<file path="src/rtl/alu_arbiter_pkg.sv">
// Shared definitions for the two-port ALU arbiter: ALU opcodes, FSM states
// and the latched operation record that drives the ALU pins.
package alu_arbiter_pkg;

  // ALU operation codes; every code with bit 2 set is reserved.
  typedef enum logic [2:0] {
    ALUOP_FWD = 3'b000,
    ALUOP_ADD = 3'b001,
    ALUOP_AND = 3'b010,
    ALUOP_OR  = 3'b011
  } aluop_e;

  typedef enum logic [1:0] {
    ST_IDLE = 2'd0,
    ST_EXEC = 2'd1,
    ST_RESP = 2'd2
  } state_t;

  typedef struct packed {
    logic [7:0] data1;
    logic [7:0] data2;
    logic [2:0] sel;
  } alu_op_t;

  // Reserved opcodes never reach the ALU.
  function automatic logic is_reserved(input logic [2:0] sel);
    return sel[2];
  endfunction

endpackage

</file>
<file path="src/rtl/alu_arbiter_rr_arb2.sv">
// Two-way round-robin grant: a lone requester always wins, a tie goes to
// the port named by the priority pointer. Purely combinational.
module rr_arb2 (
  input  logic [1:0] valid,
  input  logic       pri,
  input  logic       en,
  output logic [1:0] grant
);

  // Grant at most one port, and only while enabled.
  always_comb begin
    grant    = 2'b00;
    grant[0] = en & valid[0] & (~valid[1] | ~pri);
    grant[1] = en & valid[1] & (~valid[0] |  pri);
  end

endmodule

</file>
<file path="src/rtl/alu_arbiter.sv">
// Shares one 8-bit ALU between two requesters. One operation is in flight
// at a time: accept in IDLE, hold ALU inputs for SETTLE_CYCLES in EXEC,
// then present a registered response in RESP until the owner takes it.
module alu_arbiter
  import alu_arbiter_pkg::*;
#(
  parameter int unsigned SETTLE_CYCLES = 1
) (
  input  logic        CLK,
  input  logic        RESET,
  input  logic [1:0]  REQ_VALID,
  output logic [1:0]  REQ_READY,
  input  logic [15:0] REQ_DATA1,
  input  logic [15:0] REQ_DATA2,
  input  logic [5:0]  REQ_SELECT,
  output logic [1:0]  RSP_VALID,
  input  logic [1:0]  RSP_READY,
  output logic [7:0]  RSP_RESULT,
  output logic        RSP_ERR,
  output logic [7:0]  ALU_DATA1,
  output logic [7:0]  ALU_DATA2,
  output logic [2:0]  ALU_SELECT,
  input  logic [7:0]  ALU_RESULT
);

  // Out-of-range settings are pulled into 1..15 so the counter always
  // terminates and fits in four bits.
  localparam int unsigned SETTLE_CLAMP =
    (SETTLE_CYCLES < 1) ? 1 : ((SETTLE_CYCLES > 15) ? 15 : SETTLE_CYCLES);
  localparam logic [3:0] SETTLE_LD = SETTLE_CLAMP[3:0];

  state_t     state_q, state_d;
  alu_op_t    op_q, op_d;
  alu_op_t    req_op;
  logic       owner_q, owner_d;
  logic       pri_q, pri_d;
  logic [3:0] cnt_q, cnt_d;
  logic [7:0] rsp_result_q, rsp_result_d;
  logic       rsp_err_q, rsp_err_d;

  logic [1:0] grant;
  logic       arb_en;
  logic       xfer;
  logic       sel_port;
  logic       rsp_ready_own;

  // Grants are only offered in IDLE and never while reset is asserted.
  assign arb_en = (state_q == ST_IDLE) & RESET;

  rr_arb2 u_arb (
    .valid (REQ_VALID),
    .pri   (pri_q),
    .en    (arb_en),
    .grant (grant)
  );

  assign REQ_READY     = grant;
  assign xfer          = |(REQ_VALID & grant);
  assign sel_port      = grant[1];
  assign rsp_ready_own = owner_q ? RSP_READY[1] : RSP_READY[0];

  assign ALU_DATA1  = op_q.data1;
  assign ALU_DATA2  = op_q.data2;
  assign ALU_SELECT = op_q.sel;
  assign RSP_RESULT = rsp_result_q;
  assign RSP_ERR    = rsp_err_q;

  // Pick the granted port's operand bytes and opcode out of the packed buses.
  always_comb begin
    req_op.data1 = sel_port ? REQ_DATA1[15:8]  : REQ_DATA1[7:0];
    req_op.data2 = sel_port ? REQ_DATA2[15:8]  : REQ_DATA2[7:0];
    req_op.sel   = sel_port ? REQ_SELECT[5:3]  : REQ_SELECT[2:0];
  end

  // State register; reset drops any in-flight operation.
  always_ff @(posedge CLK) begin
    if (!RESET) begin
      state_q <= ST_IDLE;
    end else begin
      state_q <= state_d;
    end
  end

  // Next-state logic: reserved ops skip EXEC and answer at once.
  always_comb begin
    state_d = state_q;
    case (state_q)
      ST_IDLE: begin
        if (xfer) begin
          state_d = is_reserved(req_op.sel) ? ST_RESP : ST_EXEC;
        end
      end
      ST_EXEC: begin
        if (cnt_q <= 4'd1) begin
          state_d = ST_RESP;
        end
      end
      ST_RESP: begin
        if (rsp_ready_own) begin
          state_d = ST_IDLE;
        end
      end
      default: state_d = ST_IDLE;
    endcase
  end

  // Response valid is one-hot on the owning port while in RESP.
  always_comb begin
    RSP_VALID = 2'b00;
    if (state_q == ST_RESP) begin
      RSP_VALID = owner_q ? 2'b10 : 2'b01;
    end
  end

  // Datapath next values: latch on accept, count down the settle window,
  // capture the ALU result, and hand priority away on completion.
  always_comb begin
    op_d         = op_q;
    owner_d      = owner_q;
    pri_d        = pri_q;
    cnt_d        = cnt_q;
    rsp_result_d = rsp_result_q;
    rsp_err_d    = rsp_err_q;
    case (state_q)
      ST_IDLE: begin
        if (xfer) begin
          owner_d = sel_port;
          cnt_d   = SETTLE_LD;
          if (is_reserved(req_op.sel)) begin
            // ALU pins keep their previous operation.
            rsp_result_d = 8'h00;
            rsp_err_d    = 1'b1;
          end else begin
            op_d = req_op;
          end
        end
      end
      ST_EXEC: begin
        cnt_d = cnt_q - 4'd1;
        if (cnt_q <= 4'd1) begin
          rsp_result_d = ALU_RESULT;
          rsp_err_d    = 1'b0;
        end
      end
      ST_RESP: begin
        if (rsp_ready_own) begin
          // The port just served loses the next tie.
          pri_d = ~owner_q;
        end
      end
      default: ;
    endcase
  end

  // Datapath registers, all cleared by reset.
  always_ff @(posedge CLK) begin
    if (!RESET) begin
      op_q         <= '0;
      owner_q      <= 1'b0;
      pri_q        <= 1'b0;
      cnt_q        <= 4'd0;
      rsp_result_q <= 8'h00;
      rsp_err_q    <= 1'b0;
    end else begin
      op_q         <= op_d;
      owner_q      <= owner_d;
      pri_q        <= pri_d;
      cnt_q        <= cnt_d;
      rsp_result_q <= rsp_result_d;
      rsp_err_q    <= rsp_err_d;
    end
  end

endmodule

</file>
<file path="config.mk">
export PLATFORM = sky130hd
export DESIGN_NAME = alu_arbiter
export DESIGN_NICKNAME = d
export VERILOG_FILES = /design/src/rtl/alu_arbiter_pkg.sv /design/src/rtl/alu_arbiter_rr_arb2.sv /design/src/rtl/alu_arbiter.sv
export SDC_FILE = /design/constraint.sdc
export NUM_CORES = 1
export LEC_CHECK = 0
export ABC_AREA = 1
export CAP_MARGIN = 25
export CORE_ASPECT_RATIO = 2
export CORE_MARGIN = 2
export CORE_UTILIZATION = 37
export DETAILED_ROUTE_END_ITERATION = 10
export MAX_ROUTING_LAYER = met4
export PLACE_DENSITY_LB_ADDON = 0.12
export SYNTH_ARGS = -nofsm -noshare
export SYNTH_HDL_FRONTEND = slang
export SYNTH_SLANG_ARGS = --single-unit
</file>
<file path="constraint.sdc">
create_clock -name CLK -period 1.6 [get_ports CLK]
set_clock_uncertainty 0.15 [all_clocks]
set_input_delay 0.32 -clock CLK [delete_from_list [all_inputs] [get_ports CLK]]
set_output_delay 0.32 -clock CLK [all_outputs]
set_load 0.02 [all_outputs]
</file>
* Word-level counts from Yosys, hierarchy flattened *
Index checks and enable logic that the tools add are counted.

storage, ports and cells
  output and inout bits = 32
  bits of input ports = 52
  memories = 0
  bits in registers = 35
  memory bits (read-only) = 0
  latch bits = 0
  bits in writable memories = 0

cells by class
  mux-type cells = 21
  reduce and logical (&&, ||, !) cells = 9
  div/mod/pow operators = 0
  shift-type cells = 0
  $lt $le $gt $ge = 1
  equal/unequal tests = 6
  multipliers = 0
  bitwise operators = 13
  add/sub/neg operators = 1

operator list
  cell                                                                   number
  8-bit two-way mux                                                      5
  8-bit case mux with 2 select lines                                     1
  2-bit two-way mux                                                      6
  2-bit inequality test, second input constant                           4
  4-bit case mux with 2 select lines                                     1
  2-bit case mux with 3 select lines                                     1
  2-bit AND reduction                                                    3
  3-bit AND reduction                                                    2
  1-bit bitwise AND                                                      5
  1-bit inverter                                                         5
  4-bit by 1-bit <= comparator with 1-bit output, second input constant  1
  1-bit two-way mux                                                      4
  4-bit two-way mux                                                      1
  4-bit AND reduction                                                    1
  4-bit by 1-bit subtractor with 4-bit output, second input constant     1
  3-bit two-way mux                                                      1
  2-bit bitwise AND                                                      1
  2-bit by 1-bit equality test with 1-bit output, second input constant  1
  2-bit equality test, second input constant                             1
  2-bit logical NOT                                                      1
  1-bit OR                                                               2
  1-bit case mux with 2 select lines                                     1
  2-bit nonzero test                                                     1
  2-bit OR reduction                                                     1

* Depth between registers and ports, before layout *
Gate-level depths: netlist of the first run.

  word-level depth = 8
  depth in mapped cells = 12
  depth with buffers taken out = 11

* By module *
A second synthesis of the first run with hierarchy kept.

unflattened totals
  cells, all modules = 273
  area total of the unflattened synthesis = 1813.0 µm²

modules (own cells, without submodules)
  module       seq. area each (µm²)  area an instance (µm²)  times used  cells each
  alu_arbiter  700.7                 1791.7                  1           268
  rr_arb2      0.0                   21.3                    1           5

* Worst setup path before layout of the first run *
OpenSTA, ideal clock, no wires.

  kind = register to register
  start point = register cnt_q[0]
  end point = register rsp_result_q[0], in the netlist RSP_RESULT[0]
  setup time = 0.115 ns
  data arrival time = 1.402 ns
  period minus slack after synthesis = 1.667 ns
  stages on the path, launching flop included = 12
  setup slack = -0.067 ns
  cells stage by stage = dfxtp_1 -> inv_1 -> ha_1 -> o21ai_0 -> nand2_1 -> nand2_1 -> inv_1 -> nand2_1 -> clkinv_2 -> buf_6 -> a21oi_1 -> nor2_1

between the ends
  cells in the longest elaborated chain, start to end = 3

RTL lines
  item                                            RTL line            text
  start: declaration                              alu_arbiter.sv:37   logic [3:0] cnt_q, cnt_d;
  start signal: assignment                        alu_arbiter.sv:168  cnt_q <= cnt_d;
  4-bit by 1-bit <= comparator with 1-bit output  alu_arbiter.sv:140  if (cnt_q <= 4'd1) begin
  2-bit inequality test (no source line)          -
  4-bit AND reduction (no source line)            -
  end signal: assignment                          alu_arbiter.sv:169  rsp_result_q <= rsp_result_d;
  end: declaration                                alu_arbiter.sv:38   logic [7:0] rsp_result_q, rsp_result_d;

No other way between the ends.
A chain may end at the register's enable or synchronous reset.

* Worst setup path after layout of the first run *
  start point = register state_q[1]
  end point = output port RSP_VALID[1]

between the ends
  cells in the longest elaborated chain, start to end = 2

RTL lines
  item                      RTL line            text
  start: declaration        alu_arbiter.sv:32   state_t state_q, state_d;
  start signal: assignment  alu_arbiter.sv:80   state_q <= state_d;
  2-bit equality test       alu_arbiter.sv:110  if (state_q == ST_RESP) begin
  2-bit two-way mux         alu_arbiter.sv:110
  end: declaration          alu_arbiter.sv:16   output logic [1:0] RSP_VALID,

No other way between the ends.

==> flow_metrics.tcl, run 1 <==
set metrics [dict create \
    syn_inst 267 \
    layout_commonest_cell "nand2_1" \
    whs_ps 291 \
    yosys_warnings 0 \
    grt_max_degree 29 \
    violations "negative setup slack" \
    p_switching_mw 1.05 \
    insertion_delay_ps 280 \
    numCtsBuffers 5 \
    rsz0062_at_grt "true" \
    die_w_um 53.8 \
    slew_violations 0 \
    fmax_ghz 0.581 \
    antenna_found_initial 0 \
    critical_path_class "register to output pin" \
    synth_nets 321 \
    routed_wl_mm 6.08 \
    crit_required_ps 1130 \
    p_comb_share_pct 41.4 \
    hold_buffers 0 \
    crit_path_start_kind "register" \
    hp-class "register to register" \
    rows 36 \
    io_buffer_count 82 \
    layout_setup_ws_ps -122 \
    ys_ff_latch 35 \
    cp_max_fo 3 \
    fin_tns_setup_ps -2750 \
    place.gp.congestion 0.839 \
    clk_path_buf_depth 2 \
    grt_pass1_wl_mm 9.65 \
    min_period_over_period_pct 108 \
    yosysTopAreaCell "dfxtp_1" \
    clockRootBuffer "clkbuf_8" \
    io_pins 84 \
    ys_seq_area_share_pct 38.2 \
    synth_area_leaders "dfxtp_1 (38%), nand2_1 (17%), a21oi_1 (8.7%)" \
    hpwlAfterDp_mm 3.63 \
    drc 0 \
    fin_nets 439 \
    p_int_mw 1.93 \
    yosysTopAreaCellShare_pct 38.2 \
    netlist_area_um2 1840 \
    power.total_mw 2.98 \
    wire_per_inst_um 13.7 \
    regToRegStartpoint "state_q[1]" \
    clkTransAtPathRegs_ps 70 \
    dr.pass1.iters 4 \
    hold_viol_final 0 \
    synth.avg_cell_area_um2 6.87 \
    grt_pass1_vias 2135 \
    crit_end "RSP_VALID[1]" \
    viasPerCell 4.82 \
    grt.total_usage_pct 24.0 \
    p_leak_nw 1.52 \
    cts.sinks 35 \
    die-area_um2 5570 \
    p_sw_share_pct 35.1 \
    final_antenna_net_count 0 \
    final_cell_mix "nand2_1 (81), clkdlybuf4s50_1 (48), dfxtp_1 (32), a21oi_1 (30), dlygate4sd2_1 (30)" \
    status "finished with violations" \
    powerDensity_nw_per_um2 901 \
    ir_worst_vdd_mv 0.791 \
    ctsHtreeMaxLevel 2 \
    finalWorstPathRequiredPeriod_ps 1720 \
    core_area_um2 4820 \
    ys_types 31 \
    crit_path_start "state_q[1]" \
    diodes 0 \
    end_kind "output pin" \
    grt_overflow 0 \
    die_h_um 104 \
    drive_above_1_share_pct 24.1 \
    cap_violations 0 \
    reg2reg_depth 11 \
    power_frac_seq_pct 35.0 \
    timing.rr.end "RSP_RESULT[5]" \
    drt_iter0_drc 38 \
    cp.arrival_ps 1250 \
    clock_power_share_pct 23.5 \
    setup_viol 34 \
    vias 2137 \
    cts_tree "built" \
    r2r_setup_slack_ps -110 \
    start_util_pct 38.1 \
    syn2layout_area_growth_pct 80.0 \
]
-- sequential cells by signal, summed over array words and instances (netlist names) --
name	count
pri_q	1
cnt_q	4
state_q	2
ALU_DATA1	8
owner_q	1
RSP_ERR	1
ALU_DATA2	8
RSP_RESULT	8
ALU_SELECT	2
-- worst min-delay path by stage --
stage | startpoint | end | slack, ps | depth (start not counted)
after floorplan | cnt_q[1] | cnt_q[1] | 300 | 2
after global placement | ALU_DATA2[7] | ALU_DATA2[7] | 280 | 2
after detailed placement | ALU_DATA1[7] | ALU_DATA1[7] | 290 | 2
after CTS | ALU_DATA1[7] | ALU_DATA1[7] | 290 | 2
after global routing | ALU_DATA1[5] | ALU_DATA1[5] | 310 | 2
final | ALU_DATA2[0] | ALU_DATA2[0] | 290 | 2
-- critical path, stage by stage, from the launching register on --
cell     delay, ps
dfxtp_2        350
inv_2           60
nor2_1         180
inv_1          110
nor2_1         130
buf_4          160
-- cell type report --
cell class	count	area (um2)
fillers	388	1520
repair buffers	115	1140
multi-input cells	192	1130
flip-flops and latches	35	704
inverters	35	148
clock buffers	8	100
well taps	57	71.3
repair inverters	1	6.26
-- through the flow --
| step | util, % | instances | setup WS (ps) | area, um2 |
|---|---|---|---|---|
| after global routing | 68.5 | 443 | -212 | 3300 |
| after floorplan | - | 267 | 19.3 | 1840 |
| after global placement | 57.0 | 410 | -725 | 2750 |
| final | 68.5 | 443 | -122 | 3300 |
| after CTS | 66.8 | 439 | -132 | 3220 |
| after detailed placement | 57.0 | 410 | -767 | 2750 |
-- Yosys cell counts --
cell type,instances
nand3_1,10
nand2_2,3
xnor2_1,1
nand2_1,84
buf_6,6
a21oi_2,1
clkinv_2,1
buf_8,1
nor2_1,13
o21ai_0,12
inv_1,30
o31ai_1,1
buf_4,2
a21boi_2,1
nor3_1,1
a21boi_0,1
o21ai_4,1
dfxtp_1,35
nand2_4,2
nor2_4,1
buf_2,3
nand3_2,3
inv_4,1
or2_2,1
inv_2,3
a21o_1,1
conb_1,1
ha_1,2
a21oi_1,32
clkbuf_1,2
o21ai_1,11
-- logic make-up after synthesis --
| group | count (synthesis) | synth area share, % |
|---|---|---|
| simple gates | 118 | 27.7 |
| xor+xnor | 1 | 0.477 |
| other cells | 1 | 0.204 |
| compound gates | 61 | 18.2 |
| fa+ha+maj | 2 | 1.36 |
| buf+inv | 49 | 13.9 |
| flops | 35 | 38.2 |
-- layer usage --
layer	GRT usage, %	vias up	wire (um)
met5	-	-	0
met4	10.8	0	218
met3	3.75	16	221
met2	47.1	65	3620
met1	19.4	966	2030
li1	-	1090	-
-- power by group through the flow --
stage / clock (mW) / sequential [mW] / combinational (mW)
floorplan: 0 / 1.16 / 0.489
global placement: 0 / 1.06 / 0.988
detailed placement: 0 / 1.06 / 1.00
CTS: 0.718 / 1.04 / 1.17
global route: 0.763 / 1.06 / 1.34
finish: 0.700 / 1.04 / 1.23
-- what timing repair did --
item | CTS | global route
resized for setup | 86 | 13
setup buffers | 10 | 3
setup endpoints to repair | 64 | 37
gates cloned | 11 | 1
pin swaps | 8 | 7
No activity file was read; power rests on OpenSTA's default activity.
==> run 2: changes to the inputs <==
- REMOVE_ABC_BUFFERS: default -> 1
==> run 2 against run 1 <==
- non-clock buffer count decreased by 5
- final area shrank 3.0%
- total power up 3.1%
- sequential share of layout area rose by 0.71 points
- critical path depth rose by 7
- fmax is 1.5% higher
- flip-flop and latch count stayed put
- the flow still finishes with violations (negative setup slack)
- clock-buffer cell count shrank 3
- sequential power hardly changed
- die area unchanged
- wire length is 8.0% lower
- via count down 4.9%
==> flow_metrics.tcl, run 2 (synthesized netlist as in run 1, its figures left out) <==
set metrics [dict create \
    whs_ps 294 \
    final_cell_mix "nand2_1 (81), clkdlybuf4s50_1 (48), dfxtp_1 (31), dlygate4sd2_1 (30), inv_1 (27)" \
    crit_path_start "state_q[1]" \
    grt.total_usage_pct 22.1 \
    powerDensity_nw_per_um2 958 \
    min_period_over_period_pct 106 \
    io_pins 84 \
    die-area_um2 5570 \
    postLayoutCellArea_um2 3200 \
    rsz0062_at_grt "true" \
    end_kind "register" \
    hold_buffers 0 \
    cts.sinks 35 \
    insertion_delay_ps 290 \
    pre_cts_ws_ps -718 \
    clockRootBuffer "clkbuf_8" \
    crit_required_ps 1670 \
    finalWorstPathRequiredPeriod_ps 1700 \
    cp_max_fo 8 \
    violations "negative setup slack" \
    layout_setup_ws_ps -96.3 \
    layout_commonest_cell "nand2_1" \
    fmax_ghz 0.590 \
    start_util_pct 38.1 \
    clk_path_buf_depth 2 \
    grt_pass1_wl_mm 9.05 \
    cts_tree "built" \
    ir_worst_vdd_mv 0.666 \
    fin_cells 431 \
    grt_max_degree 29 \
    hp-class "register to register" \
    vias 2033 \
    die_w_um 53.8 \
    place.gp.congestion 0.717 \
    fin_nets 427 \
    critical_path_class "register to register" \
    cap_violations 0 \
    numCtsBuffers 5 \
    drive_above_1_share_pct 25.1 \
    viasPerCell 4.72 \
    regToRegStartpoint "state_q[1]" \
    setup_viol 32 \
    grt_overflow 0 \
    hold_viol_final 0 \
    placed_area_um2 2780 \
    p_leak_nw 1.50 \
    grt_pass1_vias 1982 \
    hpwlAfterDp_mm 3.62 \
    clkTransAtPathRegs_ps 80 \
    final_antenna_net_count 0 \
    drt_iter0_drc 19 \
    routed_wl_mm 5.60 \
    cp.arrival_ps 1770 \
    placed_cells 411 \
    slew_violations 0 \
    status "finished with violations" \
    antenna_found_initial 0 \
    drc 0 \
    dr.pass1.iters 4 \
    ctsHtreeMaxLevel 2 \
    io_buffer_count 82 \
    fillCellCount 404 \
    syn2layout_area_growth_pct 74.5 \
    hold_start "ALU_DATA1[7]" \
    core_area_um2 4820 \
    rows 36 \
    crit_path_start_kind "register" \
    die_h_um 104 \
    diodes 0 \
    wire_per_inst_um 13.0 \
]
run 2: report_power, final:
| group | internal [mW] | switching, mW |
|---|---|---|
| sequential | 0.983 | 0.0625 |
| clock | 0.464 | 0.348 |
| combinational | 0.559 | 0.652 |
run 2: metrics by stage:
stage	power [mW]	util [%]	setup TNS (ps)
detailed placement	2.09	57.6	-22700
CTS	3.04	65.9	-3290
floorplan	1.58	-	-3990
finish	3.07	66.5	-1790
global placement	2.07	57.6	-22090
global route	3.24	66.5	-4830
run 2: layout make-up:
class / instances / area (um2) / share of cell area, %
Timing Repair inverter: 1 / 11.3 / 0.352
Inverter: 35 / 148 / 4.61
Tap cell: 57 / 71.3 / 2.23
Clock inverter: 3 / 43.8 / 1.37
Multi-Input combinational cell: 185 / 1040 / 32.6
Sequential cell: 35 / 706 / 22.0
Clock buffer: 5 / 68.8 / 2.15
Timing Repair Buffer: 110 / 1110 / 34.6
run 2: repair_timing:
action | 4_1_cts | 5_1_grt
resized for setup | 99 | 22
buffers inserted | 8 | 0
cloned | 6 | 0
setup endpoints to repair | 64 | 37
pin swaps | 7 | 5
run 2: final timing paths:
| kind | to | slack (ps) | cells past startpoint |
|---|---|---|---|
| max | ALU_DATA1[7] | -100 | 12 |
| min | ALU_DATA1[7] | 290 | 2 |
| max reg2reg | ALU_DATA1[7] | -100 | 12 |
| min reg2reg | ALU_DATA1[7] | 290 | 2 |
run 2: worst max-delay path, cell delays in order (launching register included):
cell	delay (ps)
dfxtp_2	350
inv_4	70
nand2_4	60
nor2_4	140
nand2_4	100
buf_12	140
nand2_8	60
nand2_4	50
o21ai_4	60
buf_12	140
buf_12	120
o21ai_0	70
a21oi_1	120
run 2: per-layer routing:
layer | GRT usage (%) | vias to the layer above | wire length (um)
li1 | - | 1048 | -
met1 | 20.8 | 923 | 1970
met2 | 40.8 | 56 | 3290
met3 | 4.76 | 6 | 245
met4 | 7.51 | 0 | 86
met5 | - | - | 0
==> run 3: changes to the inputs <==
- CORE_MARGIN: 2 -> 4
==> run 3 against run 2 <==
- the flow still finishes with violations (negative setup slack)
- global-route usage down 2.2 points
- first-iteration DRC count rose to 3.1 times the previous value
- total power up 7.3%
- clock power up 0.7%
- worst hold slack about the same
==> flow_metrics.tcl, run 3 (synthesized netlist as in run 1, its figures left out) <==
set metrics [dict create \
    slew_violations 0 \
    io_buffer_count 82 \
    layout_setup_ws_ps -171 \
    placed_cells 411 \
    cp_max_fo 4 \
    die_w_um 57.8 \
    cp.arrival_ps 1820 \
    wire_per_inst_um 14.3 \
    setup_viol 37 \
    io_pins 84 \
    vias 2201 \
    ctsHtreeMaxLevel 2 \
    critical_path_class "register to register" \
    clockRootBuffer "clkbuf_8" \
    fin_cells 452 \
    clk_path_buf_depth 2 \
    violations "negative setup slack" \
    crit_path_start "state_q[0]" \
    grt_overflow 0 \
    worstHoldPathCells 2 \
    fin_nets 448 \
    final_cell_mix "nand2_1 (79), clkdlybuf4s50_1 (48), buf_4 (33), dfxtp_1 (31), dlygate4sd2_1 (30)" \
    cts_tree "built" \
    whs_ps 295 \
    core_area_um2 4820 \
    fmax_ghz 0.565 \
    place.gp.congestion 0.742 \
    end_kind "register" \
    die_h_um 108 \
    rows 36 \
    cap_violations 0 \
    drc 0 \
    insertion_delay_ps 300 \
    regToRegStartpoint "state_q[0]" \
    final_antenna_net_count 0 \
    crit_chain "inv_2, nand2_4, nor2_4, nand2_4, buf_12, nand2_8, buf_4, nand3_4, nand2_4, nand3_2, nand2_1, nor2_1" \
    dr.pass1.iters 4 \
    hp-class "register to register" \
    hold_start "ALU_SELECT[0]" \
    grt_pass1_vias 2004 \
    cpMostUsedCell "nand2_4" \
    fin_tns_setup_ps -4910 \
    rsz0062_at_grt "true" \
    grt.total_usage_pct 19.9 \
    pre_cts_ws_ps -738 \
    cts.sinks 35 \
    cp_slowest_cell "dfxtp_2" \
    start_util_pct 38.1 \
    syn2layout_area_growth_pct 91.8 \
    powerDensity_nw_per_um2 935 \
    p_leak_nw 1.64 \
    numCtsBuffers 5 \
    crit_path_start_kind "register" \
    layout_commonest_cell "nand2_1" \
    status "finished with violations" \
    hpwlAfterDp_mm 3.68 \
    finalWorstPathRequiredPeriod_ps 1770 \
    clkTransAtPathRegs_ps 80 \
    drive_above_1_share_pct 34.7 \
    postLayoutCoreUtil_pct 73.1 \
    grt_pass1_wl_mm 9.26 \
    antenna_found_initial 0 \
    power.total_mw 3.29 \
    hold_buffers 0 \
    postLayoutCellArea_um2 3520 \
    die-area_um2 6220 \
    diodes 0 \
    min_period_over_period_pct 111 \
    routed_wl_mm 6.44 \
    crit_required_ps 1650 \
    ir_worst_vdd_mv 0.823 \
    slowest_delay_ps 350 \
    placed_area_um2 2760 \
    viasPerCell 4.87 \
    reg2reg_depth 12 \
    drt_iter0_drc 59 \
    grt_max_degree 29 \
    hold_viol_final 0 \
]
run 3: cell types whose count changed in the layout (fill, tap and decap cells not counted), sizes merged:
cell      before  now
buf           31   50
clkinvlp       1    2
nand2         91   92
run 3: routing by layer:
layer  vias up  track usage, %  part of all wire (%)
met1      1022            19.3                    33
met4         0            8.62                   2.3
met5         -               -                     0
li1       1097               -                     -
met3        13            3.12                   4.6
met2        69            37.2                    60
run 3: cell type report:
cell class / count / area, um2
fillers: 372 / 1300
repair buffers: 129 / 1280
multi-input cells: 186 / 1180
flip-flops and latches: 35 / 706
inverters: 35 / 151
well taps: 57 / 71.3
clock buffers: 5 / 68.8
clock inverters: 3 / 43.8
repair inverters: 2 / 17.5
run 3: worst paths after layout:
| kind | end | slack, ps |
|---|---|---|
| worst max-delay path | RSP_RESULT[1] | -170 |
| worst min-delay path | ALU_SELECT[0] | 290 |
| worst max register to register | RSP_RESULT[1] | -170 |
| worst min register to register | ALU_SELECT[0] | 290 |
run 3: power breakdown:
| group | internal [mW] | switching (mW) |
|---|---|---|
| Combinational | 0.670 | 0.753 |
| Clock | 0.464 | 0.354 |
| Sequential | 0.983 | 0.0677 |
| Total | 2.12 | 1.17 |
run 3: repair_timing:
item	in CTS	in global routing
setup endpoints to repair	64	38
endpoints found under the hold margin	0	0
cloned	7	2
buffers inserted	15	10
resized for setup	109	46
pin swaps	13	12
run 3: critical path, delay by kind of cell (launching register included):
kind	cells	cell delay [ps]
buffers and inverters	3	350
flip-flops	1	350
AND/OR/NAND/NOR	9	840
